`src/rtl/wshb_mire.sv`:
```
// Wishbone write master that paints one HDISP x VDISP RGB565 test pattern into the
// framebuffer, releasing the bus for one cycle after every BURST writes.
module wshb_mire #(
    parameter int unsigned HDISP = 640,
    parameter int unsigned VDISP = 480,
    parameter logic [31:0] BASE  = 32'h0,
    parameter int unsigned BURST = 64
) (
    input  logic        clk,
    input  logic        nrst,
    input  logic        start,
    input  logic [1:0]  mode,
    output logic        busy,
    output logic        done,
    output logic [31:0] adr,
    output logic [15:0] dat_ms,
    output logic [1:0]  sel,
    output logic        we,
    output logic        stb,
    output logic        cyc,
    output logic [2:0]  cti,
    output logic [1:0]  bte,
    input  logic        ack
);

    // x must reach bit 8 for the grey ramp and y bit 4 for the checkerboard
    localparam int unsigned XW   = ($clog2(HDISP) > 9) ? $clog2(HDISP) : 9;
    localparam int unsigned YW   = ($clog2(VDISP) > 5) ? $clog2(VDISP) : 5;
    localparam int unsigned NBAR = HDISP / 8;
    localparam int unsigned BCW  = ($clog2(NBAR) > 1) ? $clog2(NBAR) : 1;
    localparam int unsigned KW   = ($clog2(BURST) > 1) ? $clog2(BURST) : 1;

    typedef enum logic [1:0] {IDLE, WRITE, YIELD} state_t;

    state_t          state, state_n;
    logic [XW-1:0]   x, x_n, x_step;
    logic [YW-1:0]   y, y_n, y_step;
    logic [2:0]      bar, bar_n, bar_step;
    logic [BCW-1:0]  bar_cnt, bcnt_n, bcnt_step;
    logic [KW-1:0]   burst_cnt, burst_n;
    logic [1:0]      mode_q, mode_n;
    logic [31:0]     adr_n;
    logic [15:0]     dat_n, pix;
    logic            cyc_n, stb_n, done_n, busy_n, load, last_pix;
    logic [4:0]      v;

    assign sel = 2'b11;
    assign we  = 1'b1;
    assign cti = 3'b000;
    assign bte = 2'b00;

    assign last_pix = (x == XW'(HDISP - 1)) && (y == YW'(VDISP - 1));

    // Raster successor of the current pixel, including the colour-bar counters
    always_comb begin
        x_step    = x + XW'(1);
        y_step    = y;
        bar_step  = bar;
        bcnt_step = bar_cnt + BCW'(1);
        if (x == XW'(HDISP - 1)) begin
            x_step    = '0;
            y_step    = y + YW'(1);
            bar_step  = '0;
            bcnt_step = '0;
        end else if (bar_cnt == BCW'(NBAR - 1)) begin
            bar_step  = bar + 3'd1;
            bcnt_step = '0;
        end
    end

    always_comb begin
        state_n = state;
        x_n     = x;
        y_n     = y;
        bar_n   = bar;
        bcnt_n  = bar_cnt;
        burst_n = burst_cnt;
        mode_n  = mode_q;
        adr_n   = adr;
        load    = 1'b0;
        cyc_n   = 1'b0;
        stb_n   = 1'b0;
        done_n  = 1'b0;
        case (state)
            IDLE: begin
                if (start) begin
                    state_n = WRITE;
                    mode_n  = mode;
                    x_n     = '0;
                    y_n     = '0;
                    bar_n   = '0;
                    bcnt_n  = '0;
                    burst_n = '0;
                    adr_n   = BASE;
                    load    = 1'b1;
                    cyc_n   = 1'b1;
                    stb_n   = 1'b1;
                end
            end
            WRITE: begin
                cyc_n = 1'b1;
                stb_n = 1'b1;
                if (ack) begin
                    if (last_pix) begin
                        state_n = IDLE;
                        cyc_n   = 1'b0;
                        stb_n   = 1'b0;
                        done_n  = 1'b1;
                    end else begin
                        x_n    = x_step;
                        y_n    = y_step;
                        bar_n  = bar_step;
                        bcnt_n = bcnt_step;
                        adr_n  = adr + 32'd2;
                        load   = 1'b1;
                        if (burst_cnt == KW'(BURST - 1)) begin
                            state_n = YIELD;
                            burst_n = '0;
                            cyc_n   = 1'b0;
                            stb_n   = 1'b0;
                        end else begin
                            burst_n = burst_cnt + KW'(1);
                        end
                    end
                end
            end
            YIELD: begin
                state_n = WRITE;
                cyc_n   = 1'b1;
                stb_n   = 1'b1;
            end
            default: state_n = IDLE;
        endcase
        busy_n = (state_n != IDLE);
    end

    // Pattern value for the pixel about to be presented
    always_comb begin
        v = x_n[8:4];
        case (mode_n)
            2'd0: begin
                case (bar_n)
                    3'd0:    pix = 16'hFFFF;
                    3'd1:    pix = 16'hFFE0;
                    3'd2:    pix = 16'h07FF;
                    3'd3:    pix = 16'h07E0;
                    3'd4:    pix = 16'hF81F;
                    3'd5:    pix = 16'hF800;
                    3'd6:    pix = 16'h001F;
                    default: pix = 16'h0000;
                endcase
            end
            2'd1:    pix = (x_n[4] ^ y_n[4]) ? 16'hFFFF : 16'h0000;
            2'd2:    pix = {v, v, v[4], v};
            default: pix = 16'hFFFF;
        endcase
        dat_n = load ? pix : dat_ms;
    end

    always_ff @(posedge clk or negedge nrst) begin
        if (!nrst) begin
            state     <= IDLE;
            x         <= '0;
            y         <= '0;
            bar       <= '0;
            bar_cnt   <= '0;
            burst_cnt <= '0;
            mode_q    <= '0;
            adr       <= BASE;
            dat_ms    <= '0;
            cyc       <= 1'b0;
            stb       <= 1'b0;
            done      <= 1'b0;
            busy      <= 1'b0;
        end else begin
            state     <= state_n;
            x         <= x_n;
            y         <= y_n;
            bar       <= bar_n;
            bar_cnt   <= bcnt_n;
            burst_cnt <= burst_n;
            mode_q    <= mode_n;
            adr       <= adr_n;
            dat_ms    <= dat_n;
            cyc       <= cyc_n;
            stb       <= stb_n;
            done      <= done_n;
            busy      <= busy_n;
        end
    end

endmodule

```
`config.mk`:
```
export PLATFORM = sky130hd
export DESIGN_NAME = wshb_mire
export DESIGN_NICKNAME = d
export VERILOG_FILES = /design/src/rtl/wshb_mire.sv
export SDC_FILE = /design/constraint.sdc
export NUM_CORES = 1
export LEC_CHECK = 0
export ABC_AREA = 1
export CORE_ASPECT_RATIO = 0.5
export CORE_UTILIZATION = 45
export CTS_CLUSTER_SIZE = 20
export DETAILED_ROUTE_END_ITERATION = 16
export GPL_TIMING_DRIVEN = 0
export HOLD_SLACK_MARGIN = 0.15
export PLACE_DENSITY = 0.71
export SLEW_MARGIN = 20
export SYNTH_ARGS = -nofsm -noshare
export SYNTH_HDL_FRONTEND = slang
export SYNTH_SLANG_ARGS = --single-unit
```
`constraint.sdc`:
```
create_clock -name clk -period 2.7 [get_ports clk]
set_clock_uncertainty 0.15 [all_clocks]
set_input_delay 0.405 -clock clk [delete_from_list [all_inputs] [get_ports clk]]
set_output_delay 0.405 -clock clk [all_outputs]
set_load 0.01 [all_outputs]
```
==> reports/results.txt <==
status: complete, no violations
vias in the first global route: 4386
grt total ovfl: 0
Least-Margin Pin Slew: 0.571 ns
most frequent cells after synthesis: nand2_1 (146), dfrtp_1 (88), inv_1 (77), nor2_1 (73), nand3_1 (47)
Min-Delay Endpoint: burst_cnt[1]$_DFFE_PN0P_
Synth Flop Type: dfrtp_1
peak supply drop: 0.387 mV
synthesized area: 0.00510 sq mm
Hold-fix buffers, CTS: 1
Clock transition at path regs: 0.06 ns
CP max-delay cell: dfrtp_1
CP most frequent cell: nor2_1
initial antenna violation count: 0
PostCTS Resize Cnt: 0
die span in x: 153 um
Final Cycle Share: 88.9%
most numerous cell in the Yosys netlist: nand2_1
clk buf depth: 2
Slew headroom: 61.9%
Top delay family on crit path: simple AND/OR/NAND/NOR gates
FP Rows: 27
worst min-delay path category: flop to flop
DR vias: 4647
asr flop ratio synth: 100%
Max Slew Vio Count: 0
Skew-Pair Late Insertion Delay: 0.34 ns
CP bufs+invs: 0
critical path type: flop to flop
r2r endpoint: dat_ms[11]$_DFFE_PN0P_
leakage: 2.81 nW
Final Hold Viols: 0
share of cells above drive strength 1: 9.48%
Root Driver: clkbuf_16
Num CTS Buffers: 9
RePlAce Congestion: 0.919
Setup Slack @ Placement: -0.0261 ns
Reg2Reg Setup Slack: 0.30 ns
cells on worst reg2reg path: 13
Worst EP arrival: 2.48 ns
Synth cell types: 40
CP max FO: 6
reg-to-reg startpoint: y[0]$_DFFE_PN0P_
Setup violations, final: 0
Synth Register Bits: 88
vias per std cell: 5.20
drt wl/cell: 13.6 um
Pre-antenna DRT Iters: 9
Starting Density: 46.3%
DRC violations left: 0
nets@finish: 757
first-pass GRT wire length: 20700 um
# Post-CTS Setup Buffers: 0
Synth area leaders: dfrtp_1 (43%), nand2_1 (11%), inv_1 (5.7%)
Detail Route Antenna Nets: 0
CTS tree: done
total wire length: 12100 um
DR iter-0 viols: 268
critical path, cell by cell: ha_1 -> nand3_1 -> nor2_1 -> nand2_1 -> nor2_1 -> nor2_1 -> nand2_1 -> nand2_1 -> nand3_1 -> nand3_1 -> nand2_1 -> nor2_1 -> nor2_1
Setup crit end kind: flop
top-area cell type share of the netlist area: 43.1%
Synth area leader: dfrtp_1
RSZ-0062 raised after global routing: no
FMAX: 0.417 GHz
n_diodes: 0
die area: 0.0118 sq mm
Die Y: 77.3 um
Port Buffers: 56
Worst Hold Depth: 2
Critical Path RT: 2.78 ns
largest net degree at the start of global routing: 48
CP startpoint kind: flop
post-synthesis sequential area ratio: 43.1%
Power Density: 713 mW/mm^2
synthesized instance count: 669
clock sink total: 88
# IOs: 66
Worst Hold Launch: burst_cnt[1]$_DFFE_PN0P_
detailed placer's ending HPWL: 9040 um
Max-cap violations: 0
H-tree depth: 3
fin worst setup slack: 0.300 ns
minimum clock period: 2.40 ns
Core Footprint: 0.0110 sq mm
syn avg cell area: 7.63 sq um
total chip power: 0.00444 W
GRT Util Overall: 22.0%
Area growth, synth to finish: 21.8%
Ys Warns: 0
Largest stage delay, worst path: 0.40 ns
number of synthesized flops with an enable pin: 0
final setup TNS: 0 ns
worst reg2reg max path, delay by kind of cell, from the launching register on:
kind                       cells  cell delay [ns]
and+or+nand+nor               12             1.50
DFF                            1             0.40
adders and majority gates      1             0.23
area by class of cell:
type	count	area, sq um
inverters	85	319
plain buffers	27	178
well taps	145	181
multi-input cells	476	2430
flip-flops and latches	88	2200
repair buffers	58	596
clock inverters	5	82.6
clock buffers	10	229
fillers	1044	4790
where the power goes:
| group | total (W) | switching [W] | internal, W |
|---|---|---|---|
| Combinational | 0.00128 | 0.000682 | 0.000600 |
| Sequential | 0.00184 | 0.000237 | 0.00160 |
| Clock | 0.00132 | 0.000512 | 0.000805 |
sequential cells by signal, summed over array words and instances (netlist names):
name / count
x: 10
bar_cnt: 7
adr: 31
state: 2
dat_ms: 15
mode_q: 2
bar: 3
done: 1
y: 9
burst_cnt: 6
cyc: 1
busy: 1
worst max-delay path by stage:
| stage | startpoint | to | slack [ns] | cells past startpoint |
|---|---|---|---|---|
| finish | y[0]$_DFFE_PN0P_ | dat_ms[11]$_DFFE_PN0P_ | 0.30 | 13 |
| global route | x[0]$_DFFE_PN0P_ | bar_cnt[5]$_DFFE_PN0P_ | 0.10 | 10 |
| CTS | y[0]$_DFFE_PN0P_ | dat_ms[11]$_DFFE_PN0P_ | 0.32 | 13 |
| detailed placement | ack | dat_ms[4]$_DFFE_PN0P_ | -0.03 | 12 |
| global placement | nrst | y[1]$_DFFE_PN0P_ | -2.19 | 1 |
| floorplan | x[0]$_DFFE_PN0P_ | dat_ms[10]$_DFFE_PN0P_ | 0.73 | 13 |
stage by stage:
stage / hold WS, ns / cell area [sq um] / instances / util, %
6_report: 0.358 / 6220 / 894 / 56.5
2_1_floorplan: -0.0406 / 5130 / 676 / -
3_5_place_dp: 0.291 / 5900 / 878 / 53.5
4_1_cts: 0.358 / 6220 / 894 / 56.5
5_1_grt: 0.394 / 6220 / 894 / 56.5
3_3_place_gp: 0.331 / 5870 / 877 / 53.3
cell usage in the layout (no fill, tap or decap), types with 14 or more instances in the layout:
cell,instances
o31ai_1,15
a21oi_1,21
o21ai_0,29
nor2_1,73
nor3_1,34
xor2_1,18
nand4_1,20
inv_1,77
clkdlybuf4s50_1,55
nand3_1,47
nand2_1,146
dfrtp_1,88
buf_4,14
or2_2,15
cell families after synthesis:
group	synth area share [%]
and+or+nand+nor	32.0
buffers and inverters	9.73
DFF	43.1
AOI/OAI and AO/OA	9.90
xor gates and xnor gates	3.60
adders and majority gates	1.47
other	0.147
layer usage:
metal  part of all wire, %  GRT usage (%)  vias up
li1                      -              -     2314
met1                    48           29.7     2196
met4                   1.0           6.06        0
met5                     0              0        -
met3                   5.1           4.24       12
met2                    46           36.3      125
(Power assumes the default switching activity.)
